<file path="src/rtl/solve_sequencer_pkg.sv">
// Shared types, constants and the fixed placement table for the klotski solve sequencer.
// Also holds the solved-board predicate used at the end of a run.
package solve_sequencer_pkg;

  typedef enum logic [2:0] {
    S_IDLE  = 3'd0,
    S_ISSUE = 3'd1,
    S_WAIT  = 3'd2,
    S_CHECK = 3'd3,
    S_DONE  = 3'd4
  } state_t;

  typedef struct packed {
    logic [3:0] tile;
    logic [1:0] row;
    logic [1:0] col;
    logic       lock;
  } step_t;

  typedef logic [3:0][3:0][3:0] board_t;
  typedef logic [3:0][3:0]      mask_t;

  localparam int          NUM_STEPS = 11;
  localparam logic [19:0] TIMEOUT   = 20'hFFFFF;

  // Entry k places tile k+1 at (k/4, k%4); the last placement is left unlocked.
  localparam step_t [0:NUM_STEPS-1] STEP_TABLE = '{
    '{tile: 4'd1,  row: 2'd0, col: 2'd0, lock: 1'b1},
    '{tile: 4'd2,  row: 2'd0, col: 2'd1, lock: 1'b1},
    '{tile: 4'd3,  row: 2'd0, col: 2'd2, lock: 1'b1},
    '{tile: 4'd4,  row: 2'd0, col: 2'd3, lock: 1'b1},
    '{tile: 4'd5,  row: 2'd1, col: 2'd0, lock: 1'b1},
    '{tile: 4'd6,  row: 2'd1, col: 2'd1, lock: 1'b1},
    '{tile: 4'd7,  row: 2'd1, col: 2'd2, lock: 1'b1},
    '{tile: 4'd8,  row: 2'd1, col: 2'd3, lock: 1'b1},
    '{tile: 4'd9,  row: 2'd2, col: 2'd0, lock: 1'b1},
    '{tile: 4'd10, row: 2'd2, col: 2'd1, lock: 1'b1},
    '{tile: 4'd11, row: 2'd2, col: 2'd2, lock: 1'b0}
  };

  function automatic logic board_solved(input board_t b);
    logic       ok;
    logic [3:0] want;
    ok = 1'b1;
    for (int r = 0; r < 4; r++) begin
      for (int c = 0; c < 4; c++) begin
        if ((r == 3) && (c == 3)) begin
          want = 4'd0;
        end else begin
          want = 4'(4 * r + c + 1);
        end
        if (b[r][c] != want) begin
          ok = 1'b0;
        end
      end
    end
    return ok;
  endfunction

endpackage

</file>
<file path="src/rtl/solve_sequencer_if.sv">
// Command/result channel between the solve sequencer (master) and the tile mover (slave).
interface solve_sequencer_if;
  import solve_sequencer_pkg::*;

  logic            o_mv_start;
  board_t          o_mv_klotski;
  mask_t           o_mv_mask;
  logic [1:0][1:0] o_mv_target;
  logic [3:0]      o_mv_number;
  logic            o_mv_flag;
  board_t          i_mv_klotski;
  mask_t           i_mv_mask;
  logic            i_mv_finished;

  modport master (
    output o_mv_start, o_mv_klotski, o_mv_mask, o_mv_target, o_mv_number, o_mv_flag,
    input  i_mv_klotski, i_mv_mask, i_mv_finished
  );

  modport slave (
    input  o_mv_start, o_mv_klotski, o_mv_mask, o_mv_target, o_mv_number, o_mv_flag,
    output i_mv_klotski, i_mv_mask, i_mv_finished
  );

endinterface

</file>
<file path="src/rtl/solve_sequencer.sv">
// Walks the placement table, issuing one mover command per step, then checks the final board.
// A watchdog aborts the run with o_error if the mover stalls.
module solve_sequencer
  import solve_sequencer_pkg::*;
#(
  parameter logic [19:0] TIMEOUT_P = TIMEOUT
) (
  input  logic                  i_clk,
  input  logic                  i_rst_n,
  input  logic                  i_start,
  input  board_t                i_klotski,
  solve_sequencer_if.master     mv,
  output board_t                o_klotski,
  output logic [3:0]            o_step,
  output logic                  o_busy,
  output logic                  o_done,
  output logic                  o_solved,
  output logic                  o_error
);

  state_t          state_q;
  board_t          board_q;
  mask_t           mask_q;
  logic [3:0]      step_q;
  logic [19:0]     wdog_q;
  logic            mv_start_q;
  logic [1:0][1:0] target_q;
  logic [3:0]      number_q;
  logic            flag_q;
  logic            busy_q;
  logic            done_q;
  logic            solved_q;
  logic            error_q;

  logic [3:0]      step_next_d;
  step_t           entry_next_d;

  // Table lookup for the step that follows the current one.
  always_comb begin
    step_next_d = step_q + 4'd1;
    if (step_next_d < 4'(NUM_STEPS)) begin
      entry_next_d = STEP_TABLE[step_next_d];
    end else begin
      entry_next_d = STEP_TABLE[0];
    end
  end

  // Sequencer FSM; command registers load on entry to S_ISSUE so they are stable through S_WAIT.
  always_ff @(posedge i_clk or negedge i_rst_n) begin
    if (!i_rst_n) begin
      state_q    <= S_IDLE;
      board_q    <= '0;
      mask_q     <= '0;
      step_q     <= 4'd0;
      wdog_q     <= 20'd0;
      mv_start_q <= 1'b0;
      target_q   <= '0;
      number_q   <= 4'd0;
      flag_q     <= 1'b0;
      busy_q     <= 1'b0;
      done_q     <= 1'b0;
      solved_q   <= 1'b0;
      error_q    <= 1'b0;
    end else begin
      case (state_q)
        S_IDLE: begin
          done_q <= 1'b0;
          if (i_start) begin
            board_q    <= i_klotski;
            mask_q     <= '0;
            step_q     <= 4'd0;
            solved_q   <= 1'b0;
            error_q    <= 1'b0;
            busy_q     <= 1'b1;
            mv_start_q <= 1'b1;
            target_q   <= {STEP_TABLE[0].row, STEP_TABLE[0].col};
            number_q   <= STEP_TABLE[0].tile;
            flag_q     <= ~STEP_TABLE[0].lock;
            state_q    <= S_ISSUE;
          end
        end
        S_ISSUE: begin
          mv_start_q <= 1'b0;
          wdog_q     <= 20'd0;
          state_q    <= S_WAIT;
        end
        S_WAIT: begin
          // A finish in the same cycle as the timeout still counts as a finish.
          if (mv.i_mv_finished) begin
            board_q <= mv.i_mv_klotski;
            mask_q  <= mv.i_mv_mask;
            if (step_q == 4'(NUM_STEPS - 1)) begin
              state_q <= S_CHECK;
            end else begin
              step_q     <= step_next_d;
              mv_start_q <= 1'b1;
              target_q   <= {entry_next_d.row, entry_next_d.col};
              number_q   <= entry_next_d.tile;
              flag_q     <= ~entry_next_d.lock;
              state_q    <= S_ISSUE;
            end
          end else if (wdog_q == TIMEOUT_P) begin
            error_q <= 1'b1;
            done_q  <= 1'b1;
            state_q <= S_DONE;
          end else begin
            wdog_q <= wdog_q + 20'd1;
          end
        end
        S_CHECK: begin
          solved_q <= board_solved(board_q);
          done_q   <= 1'b1;
          state_q  <= S_DONE;
        end
        S_DONE: begin
          done_q  <= 1'b0;
          busy_q  <= 1'b0;
          state_q <= S_IDLE;
        end
        default: begin
          mv_start_q <= 1'b0;
          done_q     <= 1'b0;
          busy_q     <= 1'b0;
          state_q    <= S_IDLE;
        end
      endcase
    end
  end

  assign mv.o_mv_start   = mv_start_q;
  assign mv.o_mv_klotski = board_q;
  assign mv.o_mv_mask    = mask_q;
  assign mv.o_mv_target  = target_q;
  assign mv.o_mv_number  = number_q;
  assign mv.o_mv_flag    = flag_q;

  assign o_klotski = board_q;
  assign o_step    = step_q;
  assign o_busy    = busy_q;
  assign o_done    = done_q;
  assign o_solved  = solved_q;
  assign o_error   = error_q;

endmodule

</file>
<file path="src/flat_wrapper.sv">
// flat-port wrapper written by rule: the top's interface ports become plain ports
module solve_sequencer_flat import solve_sequencer_pkg::*;
#(
  parameter logic [19:0] TIMEOUT_P = TIMEOUT
)
  (i_clk, i_rst_n, i_start, i_klotski, o_klotski, o_step, o_busy, o_done, o_solved, o_error, mv_o_mv_start, mv_o_mv_klotski, mv_o_mv_mask, mv_o_mv_target, mv_o_mv_number, mv_o_mv_flag, mv_i_mv_klotski, mv_i_mv_mask, mv_i_mv_finished);
  solve_sequencer_if mv_i ();
  input  logic i_clk;
  input  logic i_rst_n;
  input  logic i_start;
  input  board_t i_klotski;
  output board_t o_klotski;
  output logic [3:0] o_step;
  output logic o_busy;
  output logic o_done;
  output logic o_solved;
  output logic o_error;
  output wire logic [$bits(mv_i.o_mv_start)-1:0] mv_o_mv_start;
  output wire logic [$bits(mv_i.o_mv_klotski)-1:0] mv_o_mv_klotski;
  output wire logic [$bits(mv_i.o_mv_mask)-1:0] mv_o_mv_mask;
  output wire logic [$bits(mv_i.o_mv_target)-1:0] mv_o_mv_target;
  output wire logic [$bits(mv_i.o_mv_number)-1:0] mv_o_mv_number;
  output wire logic [$bits(mv_i.o_mv_flag)-1:0] mv_o_mv_flag;
  input wire logic [$bits(mv_i.i_mv_klotski)-1:0] mv_i_mv_klotski;
  input wire logic [$bits(mv_i.i_mv_mask)-1:0] mv_i_mv_mask;
  input wire logic [$bits(mv_i.i_mv_finished)-1:0] mv_i_mv_finished;
  assign mv_o_mv_start = mv_i.o_mv_start;
  assign mv_o_mv_klotski = mv_i.o_mv_klotski;
  assign mv_o_mv_mask = mv_i.o_mv_mask;
  assign mv_o_mv_target = mv_i.o_mv_target;
  assign mv_o_mv_number = mv_i.o_mv_number;
  assign mv_o_mv_flag = mv_i.o_mv_flag;
  assign mv_i.i_mv_klotski = mv_i_mv_klotski;
  assign mv_i.i_mv_mask = mv_i_mv_mask;
  assign mv_i.i_mv_finished = mv_i_mv_finished;
  solve_sequencer #(.TIMEOUT_P(TIMEOUT_P)) u_core (.i_clk(i_clk), .i_rst_n(i_rst_n), .i_start(i_start), .i_klotski(i_klotski), .mv(mv_i), .o_klotski(o_klotski), .o_step(o_step), .o_busy(o_busy), .o_done(o_done), .o_solved(o_solved), .o_error(o_error));
endmodule
</file>
<file path="config.mk">
export PLATFORM = sky130hd
export DESIGN_NAME = solve_sequencer_flat
export DESIGN_NICKNAME = d
export VERILOG_FILES = /design/src/rtl/solve_sequencer_pkg.sv /design/src/rtl/solve_sequencer_if.sv /design/src/rtl/solve_sequencer.sv /design/src/flat_wrapper.sv
export SDC_FILE = /design/constraint.sdc
export NUM_CORES = 1
export LEC_CHECK = 0
export BUFFER_PORTS_ARGS = -buffer_cell sky130_fd_sc_hd__buf_2
export CAP_MARGIN = 25
export CORE_AREA = 3 3 118 120
export DETAILED_ROUTE_END_ITERATION = 8
export DIE_AREA = 0 0 121 123
export HOLD_SLACK_MARGIN = 0.02
export PLACE_DENSITY = 0.85
export SETUP_SLACK_MARGIN = 0.05
export SLEW_MARGIN = 25
export SYNTH_ARGS = -nofsm -noshare
export SYNTH_HDL_FRONTEND = slang
export SYNTH_SLANG_ARGS = --single-unit
export TNS_END_PERCENT = 20
</file>
<file path="constraint.sdc">
create_clock -name i_clk -period 4.7 [get_ports i_clk]
set_input_delay 0.705 -clock i_clk [delete_from_list [all_inputs] [get_ports i_clk]]
set_output_delay 0.705 -clock i_clk [all_outputs]
set_load 0.02 [all_outputs]
</file>
# After elaboration in Yosys (flattened, before gate mapping)
# Memories as Yosys holds them, arrays and structs flattened.
# Cells that the tools add are included.
[totals]
reg_bits = 121
latchBits = 0
mem_bits_rw = 0
rom_bits = 144
out_inout_bits = 162
memories = 1
[op_classes]
addsub = 2
mul = 0
div_mod_pow = 0
magnitude_cmp = 2
n_eq_ne = 29
n_shift = 0
mux = 74
n_bitwise = 5
reduce_logical = 15
[mem_list]
columns = ["memory", "words", "word_bits", "read_ports", "rd_clocked_by_memory_dff", "wr", "line", "source"]
rows = [
  ["(name not given)", 16, 9, 1, 0, 0, "solve_sequencer.sv:42", "entry_next_d = STEP_TABLE[step_next_d];"],
]
[op_table]
columns = ["op", "count"]
rows = [
  ["64-bit 2-to-1 mux", 2],
  ["64-bit case mux with 2 select lines", 1],
  ["4-bit 2-to-1 mux", 24],
  ["4-bit inequality test", 16],
  ["20-bit 2-to-1 mux", 2],
  ["20-bit case mux with 2 select lines", 1],
  ["16-bit 2-to-1 mux", 2],
  ["16-bit case mux with 2 select lines", 1],
  ["9-bit 2-to-1 mux", 3],
  ["1-bit 2-to-1 mux", 24],
  ["4-bit case mux with 2 select lines", 3],
  ["20-bit by 1-bit adder with 20-bit output (second input constant)", 1],
  ["20-bit equality test (second input constant)", 1],
  ["3-bit case mux with 4 select lines", 1],
  ["4-bit AND reduction", 3],
  ["2-bit inequality test (second input constant)", 5],
  ["3-bit 2-to-1 mux", 3],
  ["3-bit AND reduction", 3],
  ["1-bit case mux with 2 select lines", 4],
  ["3-bit by 2-bit equality test with 1-bit output (second input constant)", 2],
  ["1-bit case mux with 3 select lines", 2],
  ["2-bit AND reduction", 3],
  ["2-bit nonzero test", 3],
  ["5-bit greater-or-equal comparator (second input constant)", 1],
  ["other kinds (13)", 16],
]

# Depth between registers and ports, before layout
[logic_depth]
ltp_word = 20
mapped_depth = 8
mapped_depth_nobuf = 6

# Least setup slack after synthesis
# No wires, ideal clock.
[synth_path]
kind = "input to register"
from = "input mv_i_mv_finished"
to = "register u_core.wdog_q[11]"
setup_time_ns = 0.079
arrival_ns = 1.949
required_time_ns = 4.621
setup_slack_ns = 2.672
stages = 4
path_cell_list = "nor4b_4 > nand4_4 > a2111oi_2 > mux2i_1"
[synth_between]
elab_chain_len = 2
[synth_lines]
columns = ["item", "line", "source"]
rows = [
  ["from (decl)", "flat_wrapper.sv:26", "input wire logic [$bits(mv_i.i_mv_finished)-1:0] mv_i_mv_finished;"],
  ["2-bit inequality test (no line)", "-", ""],
  ["3-bit AND reduction (no line)", "-", ""],
  ["to (signal assigned)", "solve_sequencer.sv:107", "wdog_q <= wdog_q + 20'd1;"],
  ["to (decl)", "solve_sequencer.sv:25", "logic [19:0] wdog_q;"],
]
# No other way between the ends.
# A chain may end at the register's enable or synchronous reset.

# Final worst setup path
[layout_path]
from = "register u_core.state_q[0]"
to = "register u_core.board_q (netlist bit u_core.mv.o_mv_klotski[26])"
[layout_between]
elab_chain_len = 3
[layout_lines]
columns = ["item", "line", "source"]
rows = [
  ["from (decl)", "solve_sequencer.sv:21", "state_t state_q;"],
  ["from (signal assigned)", "solve_sequencer.sv:51", "state_q <= S_IDLE;"],
  ["from (signal assigned)", "solve_sequencer.sv:79", "state_q <= S_ISSUE;"],
  ["from (signal assigned)", "solve_sequencer.sv:85", "state_q <= S_WAIT;"],
  ["3-bit by 2-bit equality test with 1-bit output or 3-bit zero test (tied branches)", "solve_sequencer.sv:65", "case (state_q)"],
  ["2-bit inequality test (no line) or 2-bit nonzero test (tied branches)", "-", ""],
  ["3-bit AND reduction (no line)", "-", ""],
  ["to (signal assigned)", "solve_sequencer.sv:69", "board_q <= i_klotski;"],
  ["to (signal assigned)", "solve_sequencer.sv:90", "board_q <= mv.i_mv_klotski;"],
  ["to (decl)", "solve_sequencer.sv:22", "board_t board_q;"],
]
# Several ways; a longest one is shown, not always the timed one.

==> out/qor.yml <==
status:
  status: "completed"
cts:
  cts_resized: 0
  clk_path_buf_depth: 2
  numCtsBuffers: 17
  tritoncts: "built"
  clk_latency_ps: 410
  cts.sinks: 121
  clk_pin_slew_ps: 50
  htreeDepth: 4
  cts-root-buf: "clkbuf_16"
  post_cts_buffers: 0
  postCtsHoldBufs: 0
global_route:
  use_met1: 0.360
  grt.total_usage: 0.263
  grt_pass1_vias: 5560
  grt.overflow.total: 0
  grtUsageMet3: 0.0727
  antenna_found_initial: 0
  busiest_layer: "met2"
  grt_first_pass_wirelength_um: 30000
  grt_max_degree: 101
  grt_util_met2: 0.407
placement:
  dp_cells: 1133
  routabilityCongestion: 0.857
  place_ws_ps: 1710
  place.detailed.hpwl_um: 15000
  io_buffers: 309
sta:
  max_slew.worst_pin.slew_ps: 938
  finalSetupTns_ps: 0
  min_period_over_period: 0.634
  drv_slew: 0
  grt_setup_unrepaired: "false"
  whs_ps: 347
  post-route-min-period_ps: 2980
  slew_headroom: 0.375
  fmax_mhz: 336
  hold_violations: 0
  finClkSkew_ps: 8.12
  setup_ws_ps: 1720
  finalSetupViolCount: 0
layout:
  nNetsFinal: 1130
  area_delta_synth_final_pct: 26.9
  stdcell_count: 1165
  drive_gt1_frac: 0.362
  final_util: 0.629
floorplan:
  start_util: 0.495
  die_height_um: 123
  num_rows: 42
  dieArea_um2: 14900
  die_w_um: 121
  coreArea_um2: 13100
  ioPinCount: 310
synth:
  synthFlopType: "dfrtp_1"
  synth-simple-area-share: 0.258
  synth_edf_count: 0
  ys_warn_count: 0
  synth_cell_types: 61
  synth_area_um2: 6480
  synth-xor-area-share: 0.00676
  synth_cells: 751
  syn_area_per_cell_um2: 8.63
  syn_nets: 904
  ys_async_sr_fraction: 1.00
  synth_seq_area_share: 0.467
  synth_compound_area_frac: 0.130
  muxShareOfSynthArea: 0.0187
  synthAdderAreaFrac: 0.00965
  synth_seq_cells: 121
  synth_top_family_by_area: "simple AND/OR/NAND/NOR gates"
drt:
  wirelength_um: 20300
  vias_per_cell: 5.42
  drt-initial-drc-count: 561
  dr.pass1.iters: 5
  drc: 0
  ant_nets: 0
  avgRoutedWirePerCell_um: 17.5
  vias: 6318
worst_setup_path:
  crit_type: "flop to flop"
  crit_path_end_kind: "flop"
  r2r_cells: 6
  worstPathMaxFanout: 100
  worstPathRequired_ps: 5020
  startpoint_type: "flop"
  worst_ep_arrival_time_ps: 3300
  r2r_setup_slack_ps: 1720
pwr:
  p_sw_mw: 2.82
  power.density_nw_per_um2: 725
  combPwrFrac: 0.464
  peakVddDrop_mv: 0.805
  power_leakage_nw: 4.06
  power_frac_seq: 0.320
  clockPowerShare: 0.216
  switching_share: 0.472
  p_int_mw: 3.15
hold_path:
  hold_class: "input pin to asynchronous set/reset pin"
job:
  max_cap_violations: 0
==> metal layers <==
metal  up-vias  wire length, µm
li1       2979                -
met1      3025             8420
met2       286             9880
met3        28             1610
met4         0              427
met5         -                0
==> cell type report <==
cell class	instances	area, µm²
antenna	1	2.50
sequential	121	3030
tap	176	220
fill	1114	4860
multi-input combinational	514	2760
clock buffer	21	450
timing repair buffer	315	1610
inverter	8	32.5
clock inverter	9	125
==> kinds of logic after synthesis <==
logic type               count (synthesis)
AO/OA/AOI/OAI                          128
XOR/XNOR                                 5
adder cells (fa/ha/maj)                  5
buffers and inverters                  116
flip-flops                             121
multiplexers                            12
AND/OR/NAND/NOR                        364
==> worst max-delay path, stage by stage (launching register included) <==
cell and delay [ps]:
dfrtp_1 570, nor2_1 360, nand2_1 490, inv_4 830
buf_12 300, nor2_1 70, a31oi_1 170
==> state kept, by name (all words and copies together), names as in the netlist <==
name	count
u_core.mv.o_mv_klotski	64
u_core.wdog_q	20
u_core.mv.o_mv_mask	16
u_core.mv.o_mv_number	4
u_core.mv.o_mv_target	4
u_core.o_step	4
u_core.state_q	3
u_core.mv.o_mv_flag	1
u_core.mv.o_mv_start	1
u_core.o_busy	1
u_core.o_done	1
u_core.o_error	1
u_core.o_solved	1
==> power groups by stage <==
stage | registers [mW] | clock network (mW) | logic [mW]
global placement | 1.91 | 0 | 2.70
global route | 1.96 | 1.34 | 3.00
finish | 1.91 | 1.29 | 2.76
floorplan | 2.18 | 0 | 1.77
CTS | 1.90 | 1.30 | 2.77
detailed placement | 1.92 | 0 | 2.77
==> cell usage after synthesis (2+ instances only) <==
cell type	number	area [µm²]
nand4_1	7	43.8
nor4_1	3	18.8
o31a_1	2	17.5
xnor2_1	2	17.5
o21ai_0	14	70.1
xor2_1	3	26.3
nor3b_1	3	22.5
o41ai_1	2	17.5
nand4b_1	2	17.5
dfrtp_1	121	3030
a31oi_1	68	425
or4_1	4	30.0
nor3_1	5	25.0
nand2b_1	6	37.5
inv_1	8	30.0
buf_2	21	105
clkbuf_1	22	82.6
nor4b_1	3	26.3
buf_4	65	488
and4_1	3	26.3
a21oi_1	15	75.1
a2111oi_2	3	45.0
mux2i_1	11	110
ha_1	5	62.6
nand2_1	201	754
nand3_1	24	120
nor2b_1	2	12.5
nor2_1	73	274
and3_1	4	25.0
or3_1	5	31.3
a22o_1	2	17.5
and2_1	4	25.0
a211oi_1	7	52.6
nor4bb_1	3	30.0
o31ai_1	2	15.0
==> cells in the final DEF (no fill, tap or decap), types with 5 or more instances in the layout <==
cell type | Yosys | final
a21oi_1 | 15 | 15
nor2_1 | 73 | 73
mux2i_1 | 11 | 11
dfrtp_1 | 121 | 121
buf_4 | 65 | 5
inv_1 | 8 | 7
buf_2 | 21 | 308
nand4_1 | 7 | 7
or3_1 | 5 | 5
nand3_1 | 24 | 24
a31oi_1 | 68 | 68
nand2b_1 | 6 | 6
ha_1 | 5 | 5
clkbuf_16 | 0 | 17
nand2_1 | 201 | 201
a211oi_1 | 7 | 7
o21ai_0 | 14 | 14
==> through the flow <==
| stage | total power, mW | instance area, µm² |
|---|---|---|
| after floorplan | 3.96 | 6480 |
| after global placement | 4.61 | 7630 |
| after detailed placement | 4.68 | 7630 |
| after CTS | 5.98 | 8210 |
| after global routing | 6.30 | 8220 |
| final | 5.96 | 8230 |
==> worst paths after layout <==
| check | start | endpoint |
|---|---|---|
| min in group i_clk | u_core.mv.o_mv_mask[12]$_DFFE_PN0P_ | u_core.mv.o_mv_mask[12]$_DFFE_PN0P_ |
| setup reg to reg | u_core.state_q[0]$_DFFE_PN0P_ | u_core.mv.o_mv_klotski[26]$_DFFE_PN0P_ |
| hold reg to reg | u_core.mv.o_mv_mask[12]$_DFFE_PN0P_ | u_core.mv.o_mv_mask[12]$_DFFE_PN0P_ |
| max in group asynchronous | i_rst_n | u_core.mv.o_mv_klotski[51]$_DFFE_PN0P_ |
| hold / removal | i_rst_n | u_core.wdog_q[10]$_DFFE_PN0P_ |
| setup / recovery | u_core.state_q[0]$_DFFE_PN0P_ | u_core.mv.o_mv_klotski[26]$_DFFE_PN0P_ |
Note: power is estimated with default switching activity, not from simulation.
